### config.mk
export PLATFORM = sky130hd
export DESIGN_NAME = ip_traffic_node
export DESIGN_NICKNAME = d
export VERILOG_FILES = /design/src/rtl/noc_pkg.sv /design/src/rtl/noc_dest_sel.sv /design/src/rtl/ip_traffic_node.sv
export SDC_FILE = /design/constraint.sdc
export NUM_CORES = 1
export LEC_CHECK = 0
export CAP_MARGIN = 20
export CORE_MARGIN = 1
export CORE_UTILIZATION = 50
export CTS_BUF_LIST = sky130_fd_sc_hd__clkbuf_2
export CTS_CLUSTER_SIZE = 25
export DETAILED_ROUTE_END_ITERATION = 8
export GPL_ROUTABILITY_DRIVEN = 1
export GPL_TIMING_DRIVEN = 0
export HOLD_SLACK_MARGIN = 0.12
export PLACE_DENSITY_LB_ADDON = 0.1
export SLEW_MARGIN = 20
export SYNTH_ARGS = -nofsm -noshare
export SYNTH_HDL_FRONTEND = slang
export SYNTH_HIERARCHICAL = 1
export SYNTH_SLANG_ARGS = --single-unit
### constraint.sdc
create_clock -name clk -period 3.06 [get_ports clk]
set_input_delay 0.459 -clock clk [delete_from_list [all_inputs] [get_ports clk]]
set_output_delay 0.459 -clock clk [all_outputs]
set_load 0.01 [all_outputs]
### src/rtl/noc_pkg.sv
// Shared constants, flit field helpers and the TX state type for the mesh
// traffic node.
package noc_pkg;
  localparam int DEST_FIXED = 0;
  localparam int DEST_RR    = 1;
  localparam int DEST_LFSR  = 2;

  // Fibonacci LFSR x^16+x^14+x^13+x^11, shifting right, feedback into bit 15
  localparam logic [15:0] LFSR_SEED = 16'hACE1;
  localparam logic [15:0] LFSR_TAPS = 16'h002D;

  typedef enum logic {TX_IDLE = 1'b0, TX_SEND = 1'b1} tx_state_e;

  function automatic int dest_lsb(input int dw, input int cw);
    return dw - 2*cw;
  endfunction

  function automatic int tail_bit(input int dw, input int cw);
    return dw - 2*cw - 1;
  endfunction

  // payload = {src, seq[7:0], flit_idx}
  function automatic int payload_w(input int cw, input int iw);
    return 2*cw + 8 + iw;
  endfunction

  function automatic logic [15:0] lfsr_step(input logic [15:0] s);
    return {^(s & LFSR_TAPS), s[15:1]};
  endfunction
endpackage

### src/rtl/noc_dest_sel.sv
// Destination generator: fixed, round-robin or LFSR, never targeting the
// node's own address in the generated modes.
module noc_dest_sel
  import noc_pkg::*;
#(
  parameter int                   COORD_W    = 2,
  parameter logic [2*COORD_W-1:0] POSITION   = '0,
  parameter int                   DEST_MODE  = DEST_FIXED,
  parameter logic [2*COORD_W-1:0] FIXED_DEST = '0
) (
  input  logic                 clk,
  input  logic                 reset,
  input  logic                 advance,
  output logic [2*COORD_W-1:0] next_dest
);
  localparam int AW = 2*COORD_W;
  localparam logic [AW-1:0] POS_P1 = POSITION + AW'(1);

  logic [15:0]   lfsr_q, lfsr_d;
  logic [AW-1:0] rr_q, rr_d;
  logic [AW-1:0] raw, skipped;

  always_comb begin
    lfsr_d = lfsr_step(lfsr_q);
    raw    = FIXED_DEST;
    if (DEST_MODE == DEST_RR)
      raw = rr_q;
    else if (DEST_MODE == DEST_LFSR)
      raw = lfsr_q[AW-1:0];
    skipped   = (raw == POSITION) ? POS_P1 : raw;
    next_dest = (DEST_MODE == DEST_RR || DEST_MODE == DEST_LFSR) ? skipped : FIXED_DEST;
    // continue from the value actually used so a skip is not repeated
    rr_d = rr_q;
    if (advance)
      rr_d = skipped + AW'(1);
  end

  always_ff @(posedge clk or negedge reset) begin
    if (!reset) begin
      lfsr_q <= LFSR_SEED;
      rr_q   <= POS_P1;
    end else begin
      lfsr_q <= lfsr_d;
      rr_q   <= rr_d;
    end
  end
endmodule

### src/rtl/ip_traffic_node.sv
// Local-port traffic node: periodic multi-flit packet injector plus a framing
// and address checking sink with saturating statistics.
module ip_traffic_node
  import noc_pkg::*;
#(
  parameter int                   DATA_WIDTH = 37,
  parameter int                   COORD_W    = 2,
  parameter logic [2*COORD_W-1:0] POSITION   = 4'b0101,
  parameter int                   FREQ       = 4,
  parameter int                   PKT_LEN    = 4,
  parameter int                   DEST_MODE  = DEST_FIXED,
  parameter logic [2*COORD_W-1:0] FIXED_DEST = 4'b0000,
  parameter int                   CNT_W      = 16
) (
  input  logic                  clk,
  input  logic                  reset,
  input  logic                  enable,
  input  logic                  rx_stall,
  output logic [DATA_WIDTH-1:0] tx_data,
  output logic                  tx_w,
  input  logic                  tx_r,
  input  logic [DATA_WIDTH-1:0] rx_data,
  input  logic                  rx_w,
  output logic                  rx_r,
  output logic [CNT_W-1:0]      sent_pkts,
  output logic [CNT_W-1:0]      recv_pkts,
  output logic [CNT_W-1:0]      err_cnt,
  output logic                  busy
);
  localparam int AW    = 2*COORD_W;
  localparam int IDX_W = (PKT_LEN > 1) ? $clog2(PKT_LEN) : 1;
  localparam int GAP_W = (FREQ > 1) ? $clog2(FREQ) : 1;
  localparam int DLSB  = dest_lsb(DATA_WIDTH, COORD_W);
  localparam int TBIT  = tail_bit(DATA_WIDTH, COORD_W);
  localparam int PW    = payload_w(COORD_W, IDX_W);
  localparam logic [IDX_W-1:0] LAST_IDX = IDX_W'(PKT_LEN - 1);
  localparam logic [GAP_W-1:0] LAST_GAP = GAP_W'(FREQ - 1);

  function automatic logic [DATA_WIDTH-1:0] mk_flit(input logic [AW-1:0]    dest,
                                                    input logic [7:0]       seq,
                                                    input logic [IDX_W-1:0] idx);
    logic [DATA_WIDTH-1:0] f;
    f                  = '0;
    f[DLSB +: AW]      = dest;
    f[TBIT]            = (idx == LAST_IDX);
    f[PW-1:0]          = {POSITION, seq, idx};
    return f;
  endfunction

  function automatic logic [CNT_W-1:0] sat_inc(input logic [CNT_W-1:0] c);
    return (&c) ? c : c + CNT_W'(1);
  endfunction

  tx_state_e             state_q, state_d;
  logic [GAP_W-1:0]      gap_q, gap_d;
  logic [IDX_W-1:0]      idx_q, idx_d;
  logic [7:0]            seq_q, seq_d;
  logic [AW-1:0]         dest_q, dest_d, next_dest;
  logic [DATA_WIDTH-1:0] tx_data_q, tx_data_d;
  logic [CNT_W-1:0]      sent_q, sent_d, recv_q, recv_d, err_q, err_d;
  logic [IDX_W-1:0]      exp_q, exp_d;
  logic                  advance, tx_acc, tx_tail;
  logic                  rx_acc, rx_tail, rx_err;
  logic [AW-1:0]         rx_dest;
  logic [IDX_W-1:0]      rx_idx;
  logic                  unused_rx;

  noc_dest_sel #(
    .COORD_W    (COORD_W),
    .POSITION   (POSITION),
    .DEST_MODE  (DEST_MODE),
    .FIXED_DEST (FIXED_DEST)
  ) u_dest (
    .clk       (clk),
    .reset     (reset),
    .advance   (advance),
    .next_dest (next_dest)
  );

  assign tx_acc  = (state_q == TX_SEND) && tx_r;
  assign tx_tail = tx_acc && (idx_q == LAST_IDX);

  always_comb begin
    state_d   = state_q;
    gap_d     = gap_q;
    idx_d     = idx_q;
    seq_d     = seq_q;
    dest_d    = dest_q;
    tx_data_d = tx_data_q;
    sent_d    = sent_q;
    advance   = 1'b0;
    case (state_q)
      TX_IDLE: begin
        // gap parks at its last value while enable is low
        if (gap_q == LAST_GAP) begin
          if (enable) begin
            state_d   = TX_SEND;
            advance   = 1'b1;
            dest_d    = next_dest;
            idx_d     = '0;
            tx_data_d = mk_flit(next_dest, seq_q, '0);
          end
        end else begin
          gap_d = gap_q + GAP_W'(1);
        end
      end
      TX_SEND: begin
        if (tx_tail) begin
          state_d   = TX_IDLE;
          gap_d     = '0;
          seq_d     = seq_q + 8'd1;
          sent_d    = sat_inc(sent_q);
          tx_data_d = '0;
        end else if (tx_acc) begin
          idx_d     = idx_q + IDX_W'(1);
          tx_data_d = mk_flit(dest_q, seq_q, idx_d);
        end
      end
      default: state_d = TX_IDLE;
    endcase
  end

  assign rx_r      = !rx_stall;
  assign rx_acc    = rx_w && rx_r;
  assign rx_dest   = rx_data[DLSB +: AW];
  assign rx_tail   = rx_data[TBIT];
  assign rx_idx    = rx_data[IDX_W-1:0];
  assign unused_rx = ^rx_data;

  always_comb begin
    exp_d  = exp_q;
    recv_d = recv_q;
    err_d  = err_q;
    rx_err = (rx_dest != POSITION) || (rx_idx != exp_q) ||
             (rx_tail != (rx_idx == LAST_IDX));
    if (rx_acc) begin
      // resynchronise on whatever arrived, good or bad
      exp_d = rx_tail ? '0 : rx_idx + IDX_W'(1);
      if (rx_err)
        err_d = sat_inc(err_q);
      if (rx_tail)
        recv_d = sat_inc(recv_q);
    end
  end

  always_ff @(posedge clk or negedge reset) begin
    if (!reset) begin
      state_q   <= TX_IDLE;
      gap_q     <= '0;
      idx_q     <= '0;
      seq_q     <= '0;
      dest_q    <= '0;
      tx_data_q <= '0;
      sent_q    <= '0;
      recv_q    <= '0;
      err_q     <= '0;
      exp_q     <= '0;
    end else begin
      state_q   <= state_d;
      gap_q     <= gap_d;
      idx_q     <= idx_d;
      seq_q     <= seq_d;
      dest_q    <= dest_d;
      tx_data_q <= tx_data_d;
      sent_q    <= sent_d;
      recv_q    <= recv_d;
      err_q     <= err_d;
      exp_q     <= exp_d;
    end
  end

  assign tx_w      = (state_q == TX_SEND);
  assign busy      = (state_q == TX_SEND);
  assign tx_data   = tx_data_q;
  assign sent_pkts = sent_q;
  assign recv_pkts = recv_q;
  assign err_cnt   = err_q;
endmodule

==> run metrics, run 1 <==
XOR/XNOR Fraction of Synth Area 0.1177; filler instances approximately 670; headroom to the max-slew limit 0.5976; Clock Latency Late Sink 0.49 ns; Final Cycle Share 0.6887; initial antenna violation count 0; Post-CTS Setup Repair Bufs 0; worst slew pin tran roughly 0.60 ns; CTS Buffer Depth 2; Critical Path Start Type flop; Distinct cells, synth 33; drt pass-1 iters 6; status finished clean; worst min path class in2async; share of layout cells above drive strength 1 0.08893; Async SR Flop Fraction 1.000; GRT Residual Overflow 0; CTS Root Cell clkbuf_2; Iteration-0 DRC Markers 100; Synth Instances 387; post-synthesis simple-gate area fraction 0.2168; nets roughly 550; most frequent cell after synthesis dfrtp_1; Die W ~91 µm; GRT Resource Usage Total 0.1928; vias per inst slightly below 5; vias around 3,000; crit path max fanout 6; post-synth top area cell dfrtp_1; Tmin final around 2.1 ns; EDFF count, synth 0; Hold Violations, Final 0; Data required, critical path ~2.6 ns; Placement Rows 32; Area growth syn-to-layout 28.47%; first-pass GRT wire length between 10,000 and 15,000 µm; adder and majority cell fraction of the synthesized area 0.02539; I/O pin total 131; Ys Warns 6; main combinational cell family by area after synthesis simple AND/OR/NAND/NOR gates; clk slew on worst S/H paths approximately 0.21 ns; Synth Register Bits 83; mapped cell area ~0.004 mm²; reg2reg setup slack 1.00 ns; crit path kind reg2out; final core occ 0.6589; area of the core approximately 0.0077 mm²; CP Cell Sequence buf_4 > clkdlybuf4s50_1; # DRC 0; Crit path largest cell delay 0.52 ns; Max Cap Viol 0; total chip power between 3000 and 4000 µW; Ant. Diodes 0; Yosys top cell area share 0.5268; Post-synth top cells dfrtp_1, nand2_1, xnor2_1; P_leak around 0.0023 µW; Initial Utilization 0.5129; HPWL Detailed 5452 µm; main flop type after synthesis dfrtp_1; non-filler instance count after layout between 600 and 700; setup_tns 0 ns; Final Skew about 0.027 ns; post-route ant nets 0; final std cell area, no fill 0.005065 mm²; count of pins over their slew limit 0; WL per Instance 12.32 µm; worst reg2reg path depth 6; CTS tree built; post-place instance area between 0.004 and 0.005 mm²; vias in the first global route between 2,000 and 3,000; largest net degree at the start of global routing 45; reg2reg end tx_data[6]; setup violators final 0; GPL Wtd Cong around 0.78; multiplexer share of the synthesized area 0.01396; Synth Area in Compound Gates 0.03459; fmax roughly 0.47 GHz; die height 90.80 µm; RSZ-0062 raised after global routing false; crit end category output pin; input/output buffers 80; slowest CP cell clkdlybuf4s50_1; final WL between 7000 and 8000 µm; Reg-to-Reg Start busy; clk sink count 83; largest cells by area after synthesis dfrtp_1, xnor2_1, nand2_1, buf_4, nand3_1; VDD IR max between 300 and 400 µV; Placed Instances around 590; # H-tree levels 3; CP delay by family, top buffers and inverters; CTS Buf Count 9; Seq/Total Area, Yosys 0.5268; pwr dens between 600 and 700 mW/mm²; Syn Area/Cell around 10 µm²; worst path arrival time 1.65 ns; Die Area 0.008244 mm²; CP Buf/Inv Count 2
==> logic make-up (layout without fill, tap and decap cells) <==
logic type	count (synthesis)	in the layout
AND/OR/NAND/NOR	172	172
adder cells (fa/ha/maj)	8	8
AO/OA/AOI/OAI	24	24
multiplexers	5	5
XOR/XNOR	53	53
flip-flops	83	83
buffers and inverters	40	137
other	2	24
==> per-stage QoR <==
stage	setup slack (ns)	hold WS (ns)
after global routing	0.7394	0.4605
after floorplan	1.056	0.1634
after global placement	-1.442	0.4533
after CTS	0.9266	0.4436
after detailed placement	0.4364	0.4561
final	0.9527	0.4381
==> worst max-delay path by stage <==
stage	startpoint	end	slack, ns	cells past startpoint
6_report	busy	tx_w	0.95	2
5_1_grt	busy	tx_data[6]	0.74	6
4_1_cts	busy	tx_w	0.93	2
3_5_place_dp	rx_data[0]	err_cnt[15]	0.44	7
3_3_place_gp	reset	recv_pkts[2]	-1.44	1
2_1_floorplan	rx_data[0]	err_cnt[15]	1.06	6
==> state kept, by name, summed over array words and instances, names as in the netlist <==
| signal | flops |
|---|---|
| exp_q | 2 |
| recv_pkts | 16 |
| seq_q | 8 |
| dest_q | 4 |
| gap_q | 2 |
| idx_q | 2 |
| busy | 1 |
| tx_data | 16 |
| sent_pkts | 16 |
| err_cnt | 16 |
==> what timing repair did <==
item                      CTS  global route
hold endpoints to repair   39             0
hold buffers                1             0
resized for setup           0             0
==> layout make-up <==
cell class,instances,area [µm²],share of cell area
Multi-Input combinational cell,286,1700,0.3357
Tap cell,102,127.6,0.02520
Timing Repair Buffer,82,835.8,0.1650
Sequential cell,83,2077,0.4101
Buffer,33,221.5,0.04373
Clock inverter,3,16.27,0.003211
Clock buffer,12,60.06,0.01186
Inverter,7,26.28,0.005188
==> where the power goes <==
group / switching (µW) / total (µW) / internal [µW]
clock network: 340 / 449 / 109
registers: 247 / 1580 / 1330
logic: 481 / 1050 / 567
==> routing by layer <==
metal  vias to the layer above  track usage  share of wire
met5                         -            0              0
li1                       1493            -              -
met2                        65       0.3119           0.47
met1                      1423       0.2595           0.47
met3                        10      0.03451          0.043
met4                         0      0.07407          0.015
==> cells in the final DEF (no fill, tap or decap), types with 6 or more instances in the layout <==
cell	netlist	layout
and3_1	6	6
nor2_1	19	19
xnor2_1	38	38
dfrtp_1	83	83
nand3_1	37	37
nand4_1	19	19
a21oi_1	7	7
buf_4	26	27
clkbuf_2	0	12
nand2_1	65	65
xor2_1	15	15
o21ai_0	12	12
nor3_1	6	6
conb_1	2	24
clkbuf_1	7	7
inv_1	7	7
ha_1	8	8
clkdlybuf4s50_1	0	79
(Power assumes the default switching activity.)
==> run 2: changes to the inputs <==
Settings changed: CORE_UTILIZATION 50 to 48.
Clock period 3.06 ns to 2.15 ns, I/O delays scaled along.
==> run 2 against run 1 <==
Against the previous run: critical endpoint is now gap_q[0]; sequential share of layout area fell by 0.34 points; first-iteration DRC count fell by 29%; clock-buffer cell count fell by 2; critical path depth rose by 4; non-clock buffer count did not move.
==> run metrics, run 2 (synthesized netlist as in run 1, its figures left out) <==
pwr dens 900.7 mW/mm²; final WL between 7000 and 8000 µm; vias a little over 3,000; worst min path class in2async; post-route ant nets 0; headroom to the max-slew limit 0.6147; vias per inst around 5; count of pins over their slew limit 0; die height 92.63 µm; Iteration-0 DRC Markers 71; VDD IR max between 500 and 600 µV; RSZ-0062 raised after global routing false; Final Skew 0.02932 ns; Die Area 0.008580 mm²; met2 usage in global routing 0.3105; crit path max fanout 10; CP delay by family, top buffers and inverters; Crit path largest cell delay 0.46 ns; Placement Setup Slack -0.3421 ns; Hold Violations, Final 0; setup violators final 0; grt met1 use 0.2522; worst-case hold slack between 0.2 and 0.25 ns; fin worst setup slack slightly above 0.2 ns; largest net degree at the start of global routing between 50 and 60; drt pass-1 iters 4; nets roughly 550; initial antenna violation count 0; Tmin final slightly below 2 ns; CP Cell Sequence ha_1 > nand3_1 > clkbuf_1 > clkbuf_1 > nand2_1 > mux2i_1; HPWL Detailed 5633 µm; CTS Buf Count 9; slowest CP cell dfrtp_1; Clock Latency Late Sink a little over 0.5 ns; Critical Path Start Type flop; input/output buffers 80; Max Cap Viol 0; Area growth syn-to-layout 29.55%; Ant. Diodes 0; Initial Utilization 0.5024; Final Cycle Share 0.9064; crit path kind reg2reg; most frequent cells in the layout dfrtp_1, clkdlybuf4s50_1, nand2_1; P_leak 0.002337 µW; CTS Root Cell clkbuf_2; status finished clean; worst slew pin tran 0.5727 ns; most common cell after layout, fill and taps aside dfrtp_1; Die W 92.63 µm; area of the core approximately 0.008 mm²; GPL Wtd Cong ~0.8; Placement Rows 32; GRT busiest layer met2; Top cell by count, worst path clkbuf_1; GRT Residual Overflow 0; Global Route met3 Usage 0.02956; WL per Instance between 10 and 15 µm; Post-CTS Setup Repair Bufs 0; first-pass GRT wire length 12,860 µm; clk sink count 83; worst path arrival time approximately 2.4 ns; # DRC 0; Data required, critical path approximately 2.6 ns; CTS Buffer Depth 2; # H-tree levels 3; CP Buf/Inv Count 2; crit end category flop; GRT Resource Usage Total 0.1883; CTS tree built; vias in the first global route ~2,800; I/O pin total between 100 and 150; fmax between 0.5 and 0.6 GHz; share of layout cells above drive strength 1 0.08713; clk slew on worst S/H paths 0.22 ns
==> run 2: what timing repair did <==
item	in CTS	in global routing
gates resized for setup	0	2
hold buffers	1	0
endpoints found under the hold margin	83	0
setup endpoints to repair	0	10
==> run 2: cell type report <==
| type | instances | area, µm² |
|---|---|---|
| Tap cell | 102 | 127.6 |
| Multi-Input combinational cell | 286 | 1700 |
| Inverter | 7 | 26.28 |
| Clock inverter | 4 | 67.56 |
| Sequential cell | 83 | 2077 |
| Buffer | 33 | 222.7 |
| Clock buffer | 10 | 50.05 |
| Fill cell | 677 | 2740 |
| Timing Repair Buffer | 82 | 835.8 |
==> run 2: where the power goes <==
group	switching (µW)	leakage (µW)	internal (µW)	total, µW
Clock	487	0.0000729	371	859
Sequential	350	0.00109	1900	2250
Combinational	685	0.00117	807	1490
Total	1520	0.00234	3080	4600
==> run 2: per-layer routing <==
metal / wire length [µm] / vias to the layer above
met1: 3523 / 1465
met5: 0 / -
met3: 358 / 8
met2: 3756 / 70
met4: 98 / 0
li1: - / 1497
==> run 2: stage by stage <==
| step | util | instance area (µm²) | cells | power, µW | TNS (ns) |
|---|---|---|---|---|---|
| final | 0.6508 | 5107 | 607 | 4600 | 0 |
| after global routing | 0.6508 | 5107 | 607 | 4907 | 0 |
| after CTS | 0.6507 | 5106 | 607 | 4655 | 0 |
| after detailed placement | 0.6344 | 4979 | 592 | 3794 | -3.125 |
| after global placement | 0.6312 | 4954 | 591 | 3735 | -186.10 |
| after floorplan | - | 4025 | 409 | 3003 | 0 |
==> run 2: final timing paths <==
path	start	to	slack (ns)	cells past startpoint
worst max-delay path	idx_q[0]	gap_q[0]	0.20	6
worst min-delay path	reset	dest_q[0]	0.22	2
worst max register to register	idx_q[0]	gap_q[0]	0.20	6
worst min register to register	seq_q[7]	seq_q[7]	0.49	1
max in group asynchronous	reset	sent_pkts[8]	1.31	3
min in group clk	rx_data[0]	exp_q[0]	0.47	2
